**config.mk**
```make
export PLATFORM = sky130hd
export DESIGN_NAME = if_id_ctrl_flat
export DESIGN_NICKNAME = d
export VERILOG_FILES = /design/src/rtl/if_id_ctrl_pkg.sv /design/src/rtl/if_id_ctrl_if.sv /design/src/rtl/if_id_ctrl_miss_timer.sv /design/src/rtl/if_id_ctrl.sv /design/src/flat_wrapper.sv
export SDC_FILE = /design/constraint.sdc
export NUM_CORES = 1
export LEC_CHECK = 0
export CAP_MARGIN = 10
export CORE_ASPECT_RATIO = 0.75
export CORE_UTILIZATION = 44
export DETAILED_ROUTE_END_ITERATION = 8
export HOLD_SLACK_MARGIN = 0.03
export REMOVE_ABC_BUFFERS = 1
export SLEW_MARGIN = 20
export SYNTH_ARGS = -nofsm -noshare
export SYNTH_HDL_FRONTEND = slang
export SYNTH_SLANG_ARGS = --single-unit
```
**constraint.sdc**
```tcl
create_clock -name clk -period 3.6 [get_ports clk]
set_clock_uncertainty 0.05 [all_clocks]
set_input_delay 0.72 -clock clk [delete_from_list [all_inputs] [get_ports clk]]
set_output_delay 0.72 -clock clk [all_outputs]
set_load 0.05 [all_outputs]
```
**src/rtl/if_id_ctrl_pkg.sv**
```systemverilog
// rtl/if_id_ctrl_pkg.sv - shared types and constants for the IF/ID sequencing controller
package if_id_ctrl_pkg;

    typedef enum logic [1:0] {
        ST_RUN       = 2'd0,
        ST_MISS      = 2'd1,
        ST_MISS_KILL = 2'd2,
        ST_HALT      = 2'd3
    } state_t;

    // Instruction word loaded into IF/ID on a flush
    localparam logic [15:0] NOP_INSN = 16'h0000;

    localparam int MISS_TIMEOUT_DEF = 64;

endpackage

```
**src/rtl/if_id_ctrl_if.sv**
```systemverilog
// rtl/if_id_ctrl_if.sv - fetch/icache/ID handshake bundle; counters present only with IF_ID_CTRL_PERF_EN
interface if_id_ctrl_if #(
    parameter int CNT_W = 16
);
    logic hit_fetch;
    logic refill_done;
    logic branch_taken;
    logic load_use;
    logic halt;
    logic pc_we;
    logic pc_sel;
    logic ifid_we;
    logic ifid_flush;
    logic refill_req;
    logic timeout_err;
`ifdef IF_ID_CTRL_PERF_EN
    logic [CNT_W-1:0] miss_cnt;
    logic [CNT_W-1:0] stall_cnt;

    modport master (
        output hit_fetch, refill_done, branch_taken, load_use, halt,
        input  pc_we, pc_sel, ifid_we, ifid_flush, refill_req, timeout_err,
        input  miss_cnt, stall_cnt
    );
    modport slave (
        input  hit_fetch, refill_done, branch_taken, load_use, halt,
        output pc_we, pc_sel, ifid_we, ifid_flush, refill_req, timeout_err,
        output miss_cnt, stall_cnt
    );
`else
    modport master (
        output hit_fetch, refill_done, branch_taken, load_use, halt,
        input  pc_we, pc_sel, ifid_we, ifid_flush, refill_req, timeout_err
    );
    modport slave (
        input  hit_fetch, refill_done, branch_taken, load_use, halt,
        output pc_we, pc_sel, ifid_we, ifid_flush, refill_req, timeout_err
    );
`endif
endinterface

```
**src/rtl/if_id_ctrl_miss_timer.sv**
```systemverilog
// rtl/if_id_ctrl_miss_timer.sv - saturating refill wait counter with clear, enable and timeout
module miss_timer #(
    parameter int LIMIT = 64
) (
    input  logic clk,
    input  logic rst_n,
    input  logic clr,
    input  logic en,
    output logic timeout
);
    logic [15:0] count_q;
    logic [15:0] count_d;

    // Count wait cycles already elapsed; clear wins over enable
    always_comb begin
        count_d = count_q;
        if (clr) begin
            count_d = 16'd0;
        end else if (en && count_q != 16'hFFFF) begin
            count_d = count_q + 16'd1;
        end
    end

    // Counter register
    always_ff @(posedge clk) begin
        if (!rst_n) begin
            count_q <= 16'd0;
        end else begin
            count_q <= count_d;
        end
    end

    // Current wait cycle is the LIMIT-th (or later) one
    assign timeout = en && (count_q >= 16'(LIMIT - 1));

endmodule

```
**src/rtl/if_id_ctrl.sv**
```systemverilog
// rtl/if_id_ctrl.sv - IF/ID register and PC sequencing controller; optional counters via IF_ID_CTRL_PERF_EN
module if_id_ctrl
    import if_id_ctrl_pkg::*;
#(
    parameter int MISS_TIMEOUT = MISS_TIMEOUT_DEF,
    parameter int CNT_W        = 16
) (
    input  logic         clk,
    input  logic         rst_n,
    if_id_ctrl_if.slave  bus
);
    state_t state_q, state_d;
    logic   err_q, err_d;
    logic   pc_we, pc_sel, ifid_we, ifid_flush, refill_req, timeout_err;
    logic   waiting, timer_clr, timeout, miss_enter;

    assign waiting = (state_q == ST_MISS) || (state_q == ST_MISS_KILL);

    miss_timer #(.LIMIT(MISS_TIMEOUT)) u_timer (
        .clk     (clk),
        .rst_n   (rst_n),
        .clr     (timer_clr),
        .en      (waiting && rst_n),
        .timeout (timeout)
    );

    // Next state and per-cycle pipeline enables
    always_comb begin
        state_d    = state_q;
        pc_we      = 1'b0;
        pc_sel     = 1'b0;
        ifid_we    = 1'b0;
        ifid_flush = 1'b0;
        refill_req = 1'b0;
        timer_clr  = 1'b0;
        miss_enter = 1'b0;
        case (state_q)
            ST_RUN: begin
                if (bus.branch_taken) begin
                    pc_we      = 1'b1;
                    pc_sel     = 1'b1;
                    ifid_flush = 1'b1;
                end else if (bus.halt) begin
                    state_d = ST_HALT;
                end else if (bus.load_use) begin
                    if (!bus.hit_fetch) begin
                        refill_req = 1'b1;
                        miss_enter = 1'b1;
                    end
                end else if (!bus.hit_fetch) begin
                    ifid_flush = 1'b1;
                    refill_req = 1'b1;
                    miss_enter = 1'b1;
                end else begin
                    pc_we   = 1'b1;
                    ifid_we = 1'b1;
                end
                if (miss_enter) begin
                    state_d   = ST_MISS;
                    timer_clr = 1'b1;
                end
            end
            ST_MISS: begin
                refill_req = 1'b1;
                ifid_flush = !bus.load_use;
                if (bus.branch_taken) begin
                    pc_we      = 1'b1;
                    pc_sel     = 1'b1;
                    ifid_flush = 1'b1;
                    state_d    = bus.refill_done ? ST_RUN : ST_MISS_KILL;
                end else if (bus.refill_done) begin
                    state_d = ST_RUN;
                end
            end
            ST_MISS_KILL: begin
                refill_req = 1'b1;
                ifid_flush = 1'b1;
                if (bus.branch_taken) begin
                    pc_we  = 1'b1;
                    pc_sel = 1'b1;
                end
                if (bus.refill_done) begin
                    state_d = ST_RUN;
                end
            end
            default: begin
                state_d = ST_HALT;
            end
        endcase
        err_d       = err_q || (timeout && !bus.refill_done);
        timeout_err = err_d && (state_q != ST_HALT);
        if (!rst_n) begin
            state_d     = ST_RUN;
            pc_we       = 1'b0;
            pc_sel      = 1'b0;
            ifid_we     = 1'b0;
            ifid_flush  = 1'b0;
            refill_req  = 1'b0;
            timeout_err = 1'b0;
            miss_enter  = 1'b0;
        end
    end

    // State and sticky timeout flag
    always_ff @(posedge clk) begin
        if (!rst_n) begin
            state_q <= ST_RUN;
            err_q   <= 1'b0;
        end else begin
            state_q <= state_d;
            err_q   <= err_d;
        end
    end

    assign bus.pc_we       = pc_we;
    assign bus.pc_sel      = pc_sel;
    assign bus.ifid_we     = ifid_we;
    assign bus.ifid_flush  = ifid_flush;
    assign bus.refill_req  = refill_req;
    assign bus.timeout_err = timeout_err;

`ifdef IF_ID_CTRL_PERF_EN
    logic [CNT_W-1:0] miss_cnt_q, miss_cnt_d;
    logic [CNT_W-1:0] stall_cnt_q, stall_cnt_d;

    // Saturating miss and stall counters
    always_comb begin
        miss_cnt_d  = miss_cnt_q;
        stall_cnt_d = stall_cnt_q;
        if (miss_enter && miss_cnt_q != '1) begin
            miss_cnt_d = miss_cnt_q + 1'b1;
        end
        if (rst_n && state_q != ST_HALT && !pc_we && stall_cnt_q != '1) begin
            stall_cnt_d = stall_cnt_q + 1'b1;
        end
    end

    // Counter registers
    always_ff @(posedge clk) begin
        if (!rst_n) begin
            miss_cnt_q  <= '0;
            stall_cnt_q <= '0;
        end else begin
            miss_cnt_q  <= miss_cnt_d;
            stall_cnt_q <= stall_cnt_d;
        end
    end

    assign bus.miss_cnt  = rst_n ? miss_cnt_q  : '0;
    assign bus.stall_cnt = rst_n ? stall_cnt_q : '0;
`endif

endmodule

```
**src/flat_wrapper.sv**
```systemverilog
// flat-port wrapper written by rule: the top's interface ports become plain ports
module if_id_ctrl_flat import if_id_ctrl_pkg::*;
#(
    parameter int MISS_TIMEOUT = MISS_TIMEOUT_DEF,
    parameter int CNT_W        = 16
)
  (clk, rst_n, bus_hit_fetch, bus_refill_done, bus_branch_taken, bus_load_use, bus_halt, bus_pc_we, bus_pc_sel, bus_ifid_we, bus_ifid_flush, bus_refill_req, bus_timeout_err);
  if_id_ctrl_if #(.CNT_W(CNT_W)) bus_i ();
  input  logic clk;
  input  logic rst_n;
  input wire logic [$bits(bus_i.hit_fetch)-1:0] bus_hit_fetch;
  input wire logic [$bits(bus_i.refill_done)-1:0] bus_refill_done;
  input wire logic [$bits(bus_i.branch_taken)-1:0] bus_branch_taken;
  input wire logic [$bits(bus_i.load_use)-1:0] bus_load_use;
  input wire logic [$bits(bus_i.halt)-1:0] bus_halt;
  output wire logic [$bits(bus_i.pc_we)-1:0] bus_pc_we;
  output wire logic [$bits(bus_i.pc_sel)-1:0] bus_pc_sel;
  output wire logic [$bits(bus_i.ifid_we)-1:0] bus_ifid_we;
  output wire logic [$bits(bus_i.ifid_flush)-1:0] bus_ifid_flush;
  output wire logic [$bits(bus_i.refill_req)-1:0] bus_refill_req;
  output wire logic [$bits(bus_i.timeout_err)-1:0] bus_timeout_err;
  assign bus_i.hit_fetch = bus_hit_fetch;
  assign bus_i.refill_done = bus_refill_done;
  assign bus_i.branch_taken = bus_branch_taken;
  assign bus_i.load_use = bus_load_use;
  assign bus_i.halt = bus_halt;
  assign bus_pc_we = bus_i.pc_we;
  assign bus_pc_sel = bus_i.pc_sel;
  assign bus_ifid_we = bus_i.ifid_we;
  assign bus_ifid_flush = bus_i.ifid_flush;
  assign bus_refill_req = bus_i.refill_req;
  assign bus_timeout_err = bus_i.timeout_err;
  if_id_ctrl #(.MISS_TIMEOUT(MISS_TIMEOUT), .CNT_W(CNT_W)) u_core (.clk(clk), .rst_n(rst_n), .bus(bus_i));
endmodule
```
==> results of run 1 <==
[routing by layer]
metal	vias to the layer above	share of wire, %	wire length [microns]
li1	635	-	-
met1	598	58	1769
met2	21	39	1189
met3	0	3.7	114
met4	0	0	0
met5	-	0	0
[kinds of logic (layout without fill, tap and decap cells)]
family	count (synthesis)	after routing	share of synthesized area, %
compound gates	47	47	25.00
buf+inv	14	27	4.365
mux	4	4	3.175
flops	19	19	30.16
fa+ha+maj	6	6	5.952
simple gates	71	71	31.35
[tightest hold or removal path: cells and delay by family, from the launching register on]
| family | cells | cell delay (ns) |
|---|---|---|
| buffers and inverters | 1 | 0.06 |
| DFF | 1 | 0.30 |
| AOI/OAI and AO/OA | 1 | 0.07 |
[registers in the layout (all words and copies together) (netlist names)]
name / cells
u_core.u_timer.count_q: 16
u_core.err_q: 1
u_core.state_q: 2
[path summary, 6_finish.rpt]
kind                                endpoint  slack [ns]  cells after the start
hold reg to reg                 u_core.err_q        0.43                      2
setup reg to reg  u_core.u_timer.count_q[14]        1.31                      6
hold / removal                  u_core.err_q        0.43                      2
setup / recovery              bus_ifid_flush        0.36                      6
[where the power goes]
group	switching (mW)	internal (mW)
Sequential	0.0275	0.227
Clock	0.0755	0.0771
Combinational	0.162	0.0941
[per-stage QoR]
stage	util [%]	hold WS [ns]
finish	55.03	0.4285
global route	55.03	0.4670
CTS	55.03	0.4274
detailed placement	53.29	0.4177
global placement	53.29	0.4018
floorplan	-	0.3910
[synthesized netlist by cell type (3+ instances only)]
library cell  number  area [sq um]
o31ai_1            4         30.03
nand2b_1           7         43.79
dfxtp_1           19         380.4
a21oi_1           13         65.06
nor2b_1            4         25.02
o21ai_0           10         50.05
inv_1              8         30.03
ha_1               6         75.07
nand4_1            8         50.05
a2111o_1           3         33.78
nand2_1           15         56.30
a21boi_0           3         22.52
nand3_1            7         35.03
nor4_1             5         31.28
or4_1              4         30.03
nor2_1             9         33.78
clkbuf_1           4         15.01
mux2i_1            4         40.04
[final cells by class]
type                            count  share of cell area (%)
Sequential cell                    19                   25.96
Clock inverter                      1                  0.3416
Multi-Input combinational cell    128                   56.36
Inverter                            8                   2.050
Timing Repair Buffer               15                   9.394
Clock buffer                        3                   2.818
Tap cell                           36                   3.074
[cells in the final DEF, fill, tap and decap left out, types with 7 or more instances in the layout]
master,count
a21oi_1,13
clkdlybuf4s50_1,10
dfxtp_1,19
inv_1,8
nand2_1,15
nand2b_1,7
nand3_1,7
nand4_1,8
nor2_1,9
o21ai_0,10
==> impl_metrics.py, run 1 <==
metrics = {
    "outcome": {
        "status": "complete, no violations",
    },
    "setup_path": {
        "crit_path_start": "bus_hit_fetch",
        "endpoint_kind": "output pin",
        "critPathArrivalTime_ns": 2.47,
        "critPathSlowestCell": "clkdlybuf4s50_1",
        "cp_max_fo": 3,
        "crit_family": "buffers and inverters",
        "cp_common_cell": "nor2_1",
        "critical_path.cell_chain": "clkdlybuf4s50_1 > nor2_1 > nor2_1 > nor2_1 > o311a_1 > clkdlybuf4s50_1",
        "cp_num_buf_inv": 2,
        "cp.required_ns": 2.83,
        "criticalPathCategory": "primary input to output pin",
        "start_kind": "primary input",
        "r2r-start": "u_core.state_q[1]",
        "max_stage_delay_ns": 0.81,
    },
    "yosys": {
        "synth-async-reset-ratio_pct": 0,
        "ys.flop_type": "dfxtp_1",
        "synth_area_per_cell_sq_um": 7.834,
        "syn_inst": 161,
        "ys_seq_elements": 19,
        "synth-edff-count": 0,
        "yosysSeqAreaShare_pct": 30.16,
        "syn_area_sq_mm": 0.001261,
        "yosysWarningCount": 0,
        "yosysUniqueCellTypes": 40,
    },
    "drt": {
        "drc": 0,
        "wl_microns": 3073,
        "avgRoutedWirePerCell_microns": 14.63,
        "vias_per_cell": 5.971,
        "vias": 1254,
        "drt_iter0_markers": 101,
        "firstDrtPassIters": 5,
        "route.antenna.remaining_nets": 0,
    },
    "min_path": {
        "hp-start": "u_core.err_q",
        "hold_path.class": "flip-flop to flip-flop",
    },
    "clock_network": {
        "cts.sinks": 19,
        "cts_setup_buffers": 0,
        "clockBufferDepth": 2,
        "htreeDepth": 1,
        "cts_tree": "yes",
        "ctsResizeCount": 0,
        "clkLatencyLatePin_ns": 0.26,
        "cts.clk_slew.worst_paths_ns": 0.07,
        "holdBufCountCts": 0,
        "root_buffer": "clkbuf_8",
        "numCtsBuffers": 3,
    },
    "final_layout": {
        "antenna_cells": 0,
        "fin_cells": 210,
        "fill_cells": 258,
        "ff_latch_area_sq_um": 380.4,
        "design_area_sq_mm": 0.001465,
        "area_growth_pct": 16.17,
        "finalNetCount": 188,
        "drive_above_1_share_pct": 6.322,
        "multi_input_area_sq_um": 825.8,
    },
    "floorplan": {
        "start_util_pct": 47.37,
        "die_height_microns": 48.37,
        "core-area_sq_mm": 0.002663,
        "dieArea_sq_mm": 0.003087,
        "rows": 16,
        "die-width_microns": 63.82,
        "io_pins": 13,
    },
    "flow_run": {
        "maxCapViolCount": 0,
    },
    "place": {
        "portBuffers": 12,
        "placed_area_sq_mm": 0.001419,
        "dp.final_hpwl_microns": 2328,
        "dp_slack_ns": 0.3704,
        "gp_congestion": 0.9058,
        "dp.cells": 206,
    },
    "power": {
        "power.density_mw_per_mm2": 452.6,
        "total_power_uw": 663.1,
        "leakagePower_nw": 0.4829,
        "ir_drop_v": 0.0003373,
    },
    "global_route": {
        "grt_max_degree": 13,
        "globalRouteOverflowTotal": 0,
        "met1_usage_pct": 37.37,
        "gr-usage-met2_pct": 29.43,
        "grt_busiest_layer": "met1",
        "grt_pass1_vias": 1143,
        "antenna_found_initial": 0,
        "gr-usage-met3_pct": 6.132,
        "gr-usage-all-layers_pct": 22.63,
        "grt_first_pass_wirelength_microns": 5499,
    },
    "timing": {
        "worstMarginPinSlew_ns": 0.8416,
        "period_minus_slack_ns": 3.239,
        "setup_viol": 0,
        "fmax_mhz": 308.7,
        "finalWorstSetupSlack_ns": 0.3605,
        "finalSetupTns_ns": 0,
        "rsz0062_at_grt": "no",
        "slew_headroom_pct": 43.78,
        "finalMaxSlewViolations": 0,
        "min_period_over_period_pct": 89.99,
        "hold_viol": 0,
    },
}
Power figures use the tool's default switching activity.
==> inputs of run 2 (changes only) <==
--- a/config.mk
+++ b/config.mk
@@ -7,11 +7,13 @@
 export LEC_CHECK = 0
 export CAP_MARGIN = 10
 export CORE_ASPECT_RATIO = 0.75
-export CORE_UTILIZATION = 44
+export CORE_UTILIZATION = 59
 export DETAILED_ROUTE_END_ITERATION = 8
 export HOLD_SLACK_MARGIN = 0.03
+export PLACE_DENSITY = 0.83
 export REMOVE_ABC_BUFFERS = 1
 export SLEW_MARGIN = 20
 export SYNTH_ARGS = -nofsm -noshare
 export SYNTH_HDL_FRONTEND = slang
+export SYNTH_HIERARCHICAL = 1
 export SYNTH_SLANG_ARGS = --single-unit
==> impl_metrics.py, run 2 <==
metrics = {
    "global_route": {
        "grt_first_pass_wirelength_microns": 4360,
        "grt_max_degree": 16,
        "antenna_found_initial": 0,
        "gr-usage-all-layers_pct": 29.79,
        "grt_pass1_vias": 951,
        "globalRouteOverflowTotal": 0,
    },
    "outcome": {
        "status": "complete, no violations",
    },
    "clock_network": {
        "numCtsBuffers": 3,
        "holdBufCountCts": 0,
        "htreeDepth": 1,
        "cts.sinks": 19,
        "ctsResizeCount": 0,
        "clockBufferDepth": 2,
        "root_buffer": "clkbuf_4",
        "cts_tree": "yes",
        "clkLatencyLatePin_ns": 0.30,
        "cts_setup_buffers": 0,
        "cts.clk_slew.worst_paths_ns": 0.10,
    },
    "setup_path": {
        "cp.required_ns": 2.83,
        "cp_max_fo": 7,
        "reg2reg_slack_ns": 1.18,
        "r2r-start": "u_core/state_q[1]",
        "max_stage_delay_ns": 0.81,
        "critical_path.cell_chain": "clkdlybuf4s50_1 > inv_2 > nor2_1 > clkdlybuf4s50_1",
        "cp_num_buf_inv": 3,
        "start_kind": "primary input",
        "r2r-end": "u_core/u_timer/count_q[14]",
        "cp_common_cell": "clkdlybuf4s50_1",
        "critPathArrivalTime_ns": 2.38,
        "crit_family": "buffers and inverters",
        "endpoint_kind": "output pin",
        "worst_r2r_path_depth": 7,
        "critPathSlowestCell": "clkdlybuf4s50_1",
        "criticalPathCategory": "primary input to output pin",
    },
    "drt": {
        "firstDrtPassIters": 4,
        "vias": 1179,
        "route.antenna.remaining_nets": 0,
        "wl_microns": 2917,
        "vias_per_cell": 6.478,
        "drc": 0,
        "avgRoutedWirePerCell_microns": 16.03,
        "drt_iter0_markers": 66,
    },
    "place": {
        "dp.final_hpwl_microns": 2206,
        "dp.cells": 178,
        "portBuffers": 12,
        "gp_congestion": 0.8445,
    },
    "floorplan": {
        "die_height_microns": 40.69,
        "dieArea_sq_mm": 0.002180,
        "start_util_pct": 65.21,
        "rows": 13,
        "io_pins": 13,
        "die-width_microns": 53.58,
        "core-area_sq_mm": 0.001805,
    },
    "yosys": {
        "synth_top_area_share_pct": 32.31,
        "ys_seq_elements": 19,
        "yosysUniqueCellTypes": 42,
        "synth.most_common_cell": "dfxtp_1",
        "synth-edff-count": 0,
        "yosysSeqAreaShare_pct": 32.31,
        "synth_area_leader_cell": "dfxtp_1",
        "yosysWarningCount": 6,
        "synthMuxAreaShare_pct": 0,
        "synth_fa_ha_area_share_pct": 5.313,
        "syn_area_sq_mm": 0.001177,
        "synth-async-reset-ratio_pct": 0,
        "synth_commonest_cells": "dfxtp_1, a21oi_1, nor2_1, inv_1, o21ai_0",
        "synth-xor-area-share_pct": 0,
        "synth-compound-area-share_pct": 23.38,
        "yosys.area_share.simple_pct": 35.49,
        "ys.flop_type": "dfxtp_1",
        "synth_top_family_by_area": "simple AND/OR/NAND/NOR gates",
        "syn_inst": 145,
        "synth_area_per_cell_sq_um": 8.120,
        "synth.area.top_cells": "dfxtp_1, a21oi_1, ha_1",
    },
    "timing": {
        "worstMarginPinSlew_ns": 0.6266,
        "min_period_over_period_pct": 87.52,
        "hold_ws_ns": 0.4239,
        "period_minus_slack_ns": 3.151,
        "finalSetupTns_ns": 0,
        "finalMaxSlewViolations": 0,
        "slew_headroom_pct": 57.84,
        "fmax_mhz": 317.4,
        "setup_viol": 0,
        "rsz0062_at_grt": "no",
        "hold_viol": 0,
    },
    "final_layout": {
        "antenna_cells": 0,
        "finish.utilization_pct": 74.64,
        "drive_above_1_share_pct": 11.25,
        "largest_reg_flops": 16,
        "top_regs": "u_core/u_timer/count_q (16), u_core/state_q (2), u_core/err_q (1)",
        "layout_commonest_cell": "dfxtp_1",
        "layout_common_cells": "dfxtp_1, a21oi_1, nor2_1",
        "fin_cells": 182,
        "finalNetCount": 173,
        "area_growth_pct": 14.45,
        "top_register": "u_core/u_timer/count_q",
    },
    "min_path": {
        "hold_path.class": "flip-flop to flip-flop",
        "min_path_cells": 2,
        "hp-start": "u_core/err_q",
        "whs_endpoint": "u_core/err_q",
    },
    "power": {
        "ir_drop_v": 0.0003588,
        "power.density_mw_per_mm2": 372.5,
        "leakagePower_nw": 0.4756,
    },
    "flow_run": {
        "maxCapViolCount": 0,
    },
}
-- run 2: layout make-up --
type / instances / area (sq um)
clock buffers: 4 / 26.28
fillers: 163 / 457.9
inverters: 10 / 37.54
multi-input cells: 115 / 755.7
flip-flops and latches: 19 / 380.4
well taps: 22 / 27.53
repair buffers: 12 / 120.1
-- run 2: worst max-delay path by stage --
stage	from	end	slack, ns	cells after the start
2_1_floorplan	bus_hit_fetch	bus_ifid_flush	0.68	3
3_3_place_gp	rst_n	bus_pc_sel	0.50	4
3_5_place_dp	bus_branch_taken	bus_pc_sel	0.47	4
4_1_cts	bus_branch_taken	bus_pc_sel	0.46	4
5_1_grt	rst_n	bus_pc_sel	0.37	4
6_report	bus_branch_taken	bus_pc_sel	0.45	4
-- run 2: metal layers --
metal	wire length [microns]	track usage [%]
met2	1246	46.88
met3	230	6.667
met4	42	11.84
met1	1398	39.87
met5	0	0
-- run 2: worst reg2reg max path, stage by stage (launching register included) --
cell and delay (ns):
dfxtp_1 0.46, inv_1 0.10, ha_1 0.34, and2_1 0.25, and4_4 0.29, nand4_4 0.17
or4_1 0.54, a21oi_1 0.14
-- run 2: cells by family (layout without fill, tap and decap cells) --
family | Yosys count | in the layout
adders and majority gates | 5 | 5
DFF | 19 | 19
and+or+nand+nor | 65 | 65
AOI/OAI and AO/OA | 45 | 45
buffers and inverters | 11 | 26
-- run 2: metrics by stage --
stage               setup slack, ns  cell area, sq um  power [mW]
detailed placement           0.4697              1321      0.3959
finish                       0.4493              1348      0.5020
floorplan                    0.6770              1174      0.3471
global route                 0.3739              1348      0.5260
global placement             0.5032              1321      0.3912
CTS                          0.4570              1348      0.5031
-- run 2: report_power, final --
group	switching [mW]	leakage, nW	internal, mW	total, mW
Clock	0.0657	0.0150	0.0433	0.109
Sequential	0.0127	0.153	0.219	0.232
Combinational	0.101	0.307	0.0602	0.161
==> inputs of run 3 (changes only) <==
--- a/config.mk
+++ b/config.mk
@@ -7,11 +7,13 @@
 export LEC_CHECK = 0
 export CAP_MARGIN = 10
 export CORE_ASPECT_RATIO = 0.75
+export CORE_MARGIN = 3
 export CORE_UTILIZATION = 59
 export DETAILED_ROUTE_END_ITERATION = 8
 export HOLD_SLACK_MARGIN = 0.03
 export PLACE_DENSITY = 0.83
 export REMOVE_ABC_BUFFERS = 1
+export SKIP_LAST_GASP = 1
 export SLEW_MARGIN = 20
 export SYNTH_ARGS = -nofsm -noshare
 export SYNTH_HDL_FRONTEND = slang
==> impl_metrics.py, run 3 (synthesis results as in run 2) <==
metrics = {
    "clock_network": {
        "clkLatencyLatePin_ns": 0.30,
        "cts_setup_buffers": 0,
        "numCtsBuffers": 3,
        "root_buffer": "clkbuf_4",
        "cts_tree": "yes",
        "htreeDepth": 1,
        "ctsResizeCount": 0,
        "clockBufferDepth": 2,
        "cts.clk_slew.worst_paths_ns": 0.10,
        "cts.sinks": 19,
        "holdBufCountCts": 0,
    },
    "final_layout": {
        "largest_reg_flops": 16,
        "drive_above_1_share_pct": 11.25,
        "layout_commonest_cell": "dfxtp_1",
        "antenna_cells": 0,
        "layout_common_cells": "dfxtp_1, a21oi_1, nor2_1",
        "top_register": "u_core/u_timer/count_q",
        "fill_cells": 142,
        "finalNetCount": 173,
        "area_growth_pct": 14.45,
        "top_regs": "u_core/u_timer/count_q (16), u_core/state_q (2), u_core/err_q (1)",
    },
    "place": {
        "gp_congestion": 0.8181,
        "dp.final_hpwl_microns": 2137,
        "portBuffers": 12,
    },
    "drt": {
        "vias": 1220,
        "route.antenna.remaining_nets": 0,
        "drc": 0,
        "wl_microns": 2898,
        "avgRoutedWirePerCell_microns": 15.92,
        "vias_per_cell": 6.703,
        "drt_iter0_markers": 121,
        "firstDrtPassIters": 4,
    },
    "setup_path": {
        "cp_common_cell": "clkdlybuf4s50_1",
        "r2r-end": "u_core/u_timer/count_q[14]",
        "endpoint_kind": "output pin",
        "critPathSlowestCell": "clkdlybuf4s50_1",
        "critical_path_depth": 4,
        "r2r-start": "u_core/state_q[1]",
        "max_stage_delay_ns": 0.81,
        "reg2reg_slack_ns": 1.15,
        "crit_path_start": "rst_n",
        "worst_r2r_path_depth": 7,
        "critical_path.cell_chain": "clkdlybuf4s50_1 > nand2b_1 > nor2_1 > clkdlybuf4s50_1",
        "start_kind": "primary input",
        "criticalPathCategory": "primary input to output pin",
        "cp.required_ns": 2.83,
        "cp_max_fo": 7,
        "critPathArrivalTime_ns": 2.36,
        "crit_end": "bus_pc_sel",
        "cp_num_buf_inv": 2,
        "crit_family": "buffers and inverters",
    },
    "timing": {
        "rsz0062_at_grt": "no",
        "fmax_mhz": 319.7,
        "finalSetupTns_ns": 0,
        "finalMaxSlewViolations": 0,
        "period_minus_slack_ns": 3.128,
        "setup_viol": 0,
        "hold_viol": 0,
        "min_period_over_period_pct": 86.89,
        "slew_headroom_pct": 58.79,
        "worstMarginPinSlew_ns": 0.6181,
    },
    "floorplan": {
        "core-area_sq_mm": 0.001805,
        "start_util_pct": 65.21,
        "die-width_microns": 57.58,
        "die_height_microns": 44.69,
        "dieArea_sq_mm": 0.002573,
        "io_pins": 13,
        "rows": 13,
    },
    "global_route": {
        "antenna_found_initial": 0,
        "gr-usage-all-layers_pct": 25.57,
        "grt_first_pass_wirelength_microns": 5140,
        "grt_max_degree": 16,
        "globalRouteOverflowTotal": 0,
        "grt_pass1_vias": 1177,
    },
    "power": {
        "swShare_pct": 35.51,
        "switchingPower_uw": 177.7,
        "p_seq_share_pct": 46.5,
        "combPwrFrac_pct": 31.9,
        "clkPwrFrac_pct": 21.6,
        "total_power_uw": 500.3,
        "power.density_mw_per_mm2": 371.3,
        "internal-power_uw": 322.7,
        "leakagePower_nw": 0.4756,
        "ir_drop_v": 0.0003021,
    },
    "min_path": {
        "hold_path.class": "flip-flop to flip-flop",
    },
    "outcome": {
        "status": "complete, no violations",
    },
    "flow_run": {
        "maxCapViolCount": 0,
    },
}
run 3: worst register-to-register path: cells and delay by family, from the launching register on:
kind,cells,cell delay (ns)
and+or+nand+nor,4,1.27
DFF,1,0.47
adders and majority gates,1,0.34
AOI/OAI and AO/OA,1,0.15
buffers and inverters,1,0.10
run 3: how the worst min path moves through the flow:
stage | start | endpoint | slack [ns] | depth (start not counted)
after global placement | u_core/err_q | u_core/err_q | 0.39 | 2
after detailed placement | u_core/err_q | u_core/err_q | 0.43 | 2
final | u_core/err_q | u_core/err_q | 0.46 | 2
after CTS | u_core/err_q | u_core/err_q | 0.45 | 2
after global routing | u_core/err_q | u_core/err_q | 0.48 | 2
after floorplan | u_core/err_q | u_core/err_q | 0.37 | 2
run 3: area by class of cell:
class                      instances  area (sq um)  area share (%)
timing repair buffer              12         120.1           8.914
sequential                        19         380.4           28.23
multi-input combinational        115         755.7           56.08
tap                               22         27.53           2.043
inverter                          10         37.54           2.786
clock buffer                       4         26.28           1.950
run 3: power groups by stage:
| stage | registers [mW] | clock network, mW | logic [mW] |
|---|---|---|---|
| 3_5_place_dp | 0.237 | 0 | 0.156 |
| 4_1_cts | 0.232 | 0.109 | 0.157 |
| 2_1_floorplan | 0.233 | 0 | 0.114 |
| 5_1_grt | 0.235 | 0.117 | 0.177 |
| 3_3_place_gp | 0.236 | 0 | 0.154 |
| 6_report | 0.233 | 0.108 | 0.159 |
run 3: through the flow:
step	util (%)	setup WS, ns	hold WS, ns	area [sq um]	instances
floorplan	-	0.6770	0.3740	1174	144
global placement	73.18	0.4936	0.3948	1321	178
detailed placement	73.18	0.4908	0.4278	1321	178
CTS	74.64	0.4759	0.4519	1348	182
global route	74.64	0.4101	0.4772	1348	182
finish	74.64	0.4719	0.4572	1348	182
run 3: per-layer routing:
metal	vias to the layer above	share of wire, %	global-route usage [%]
li1	590	-	-
met1	566	47	35.27
met2	60	42	37.39
met3	4	9.7	8.455
met4	0	0.79	8.796
met5	-	0	0
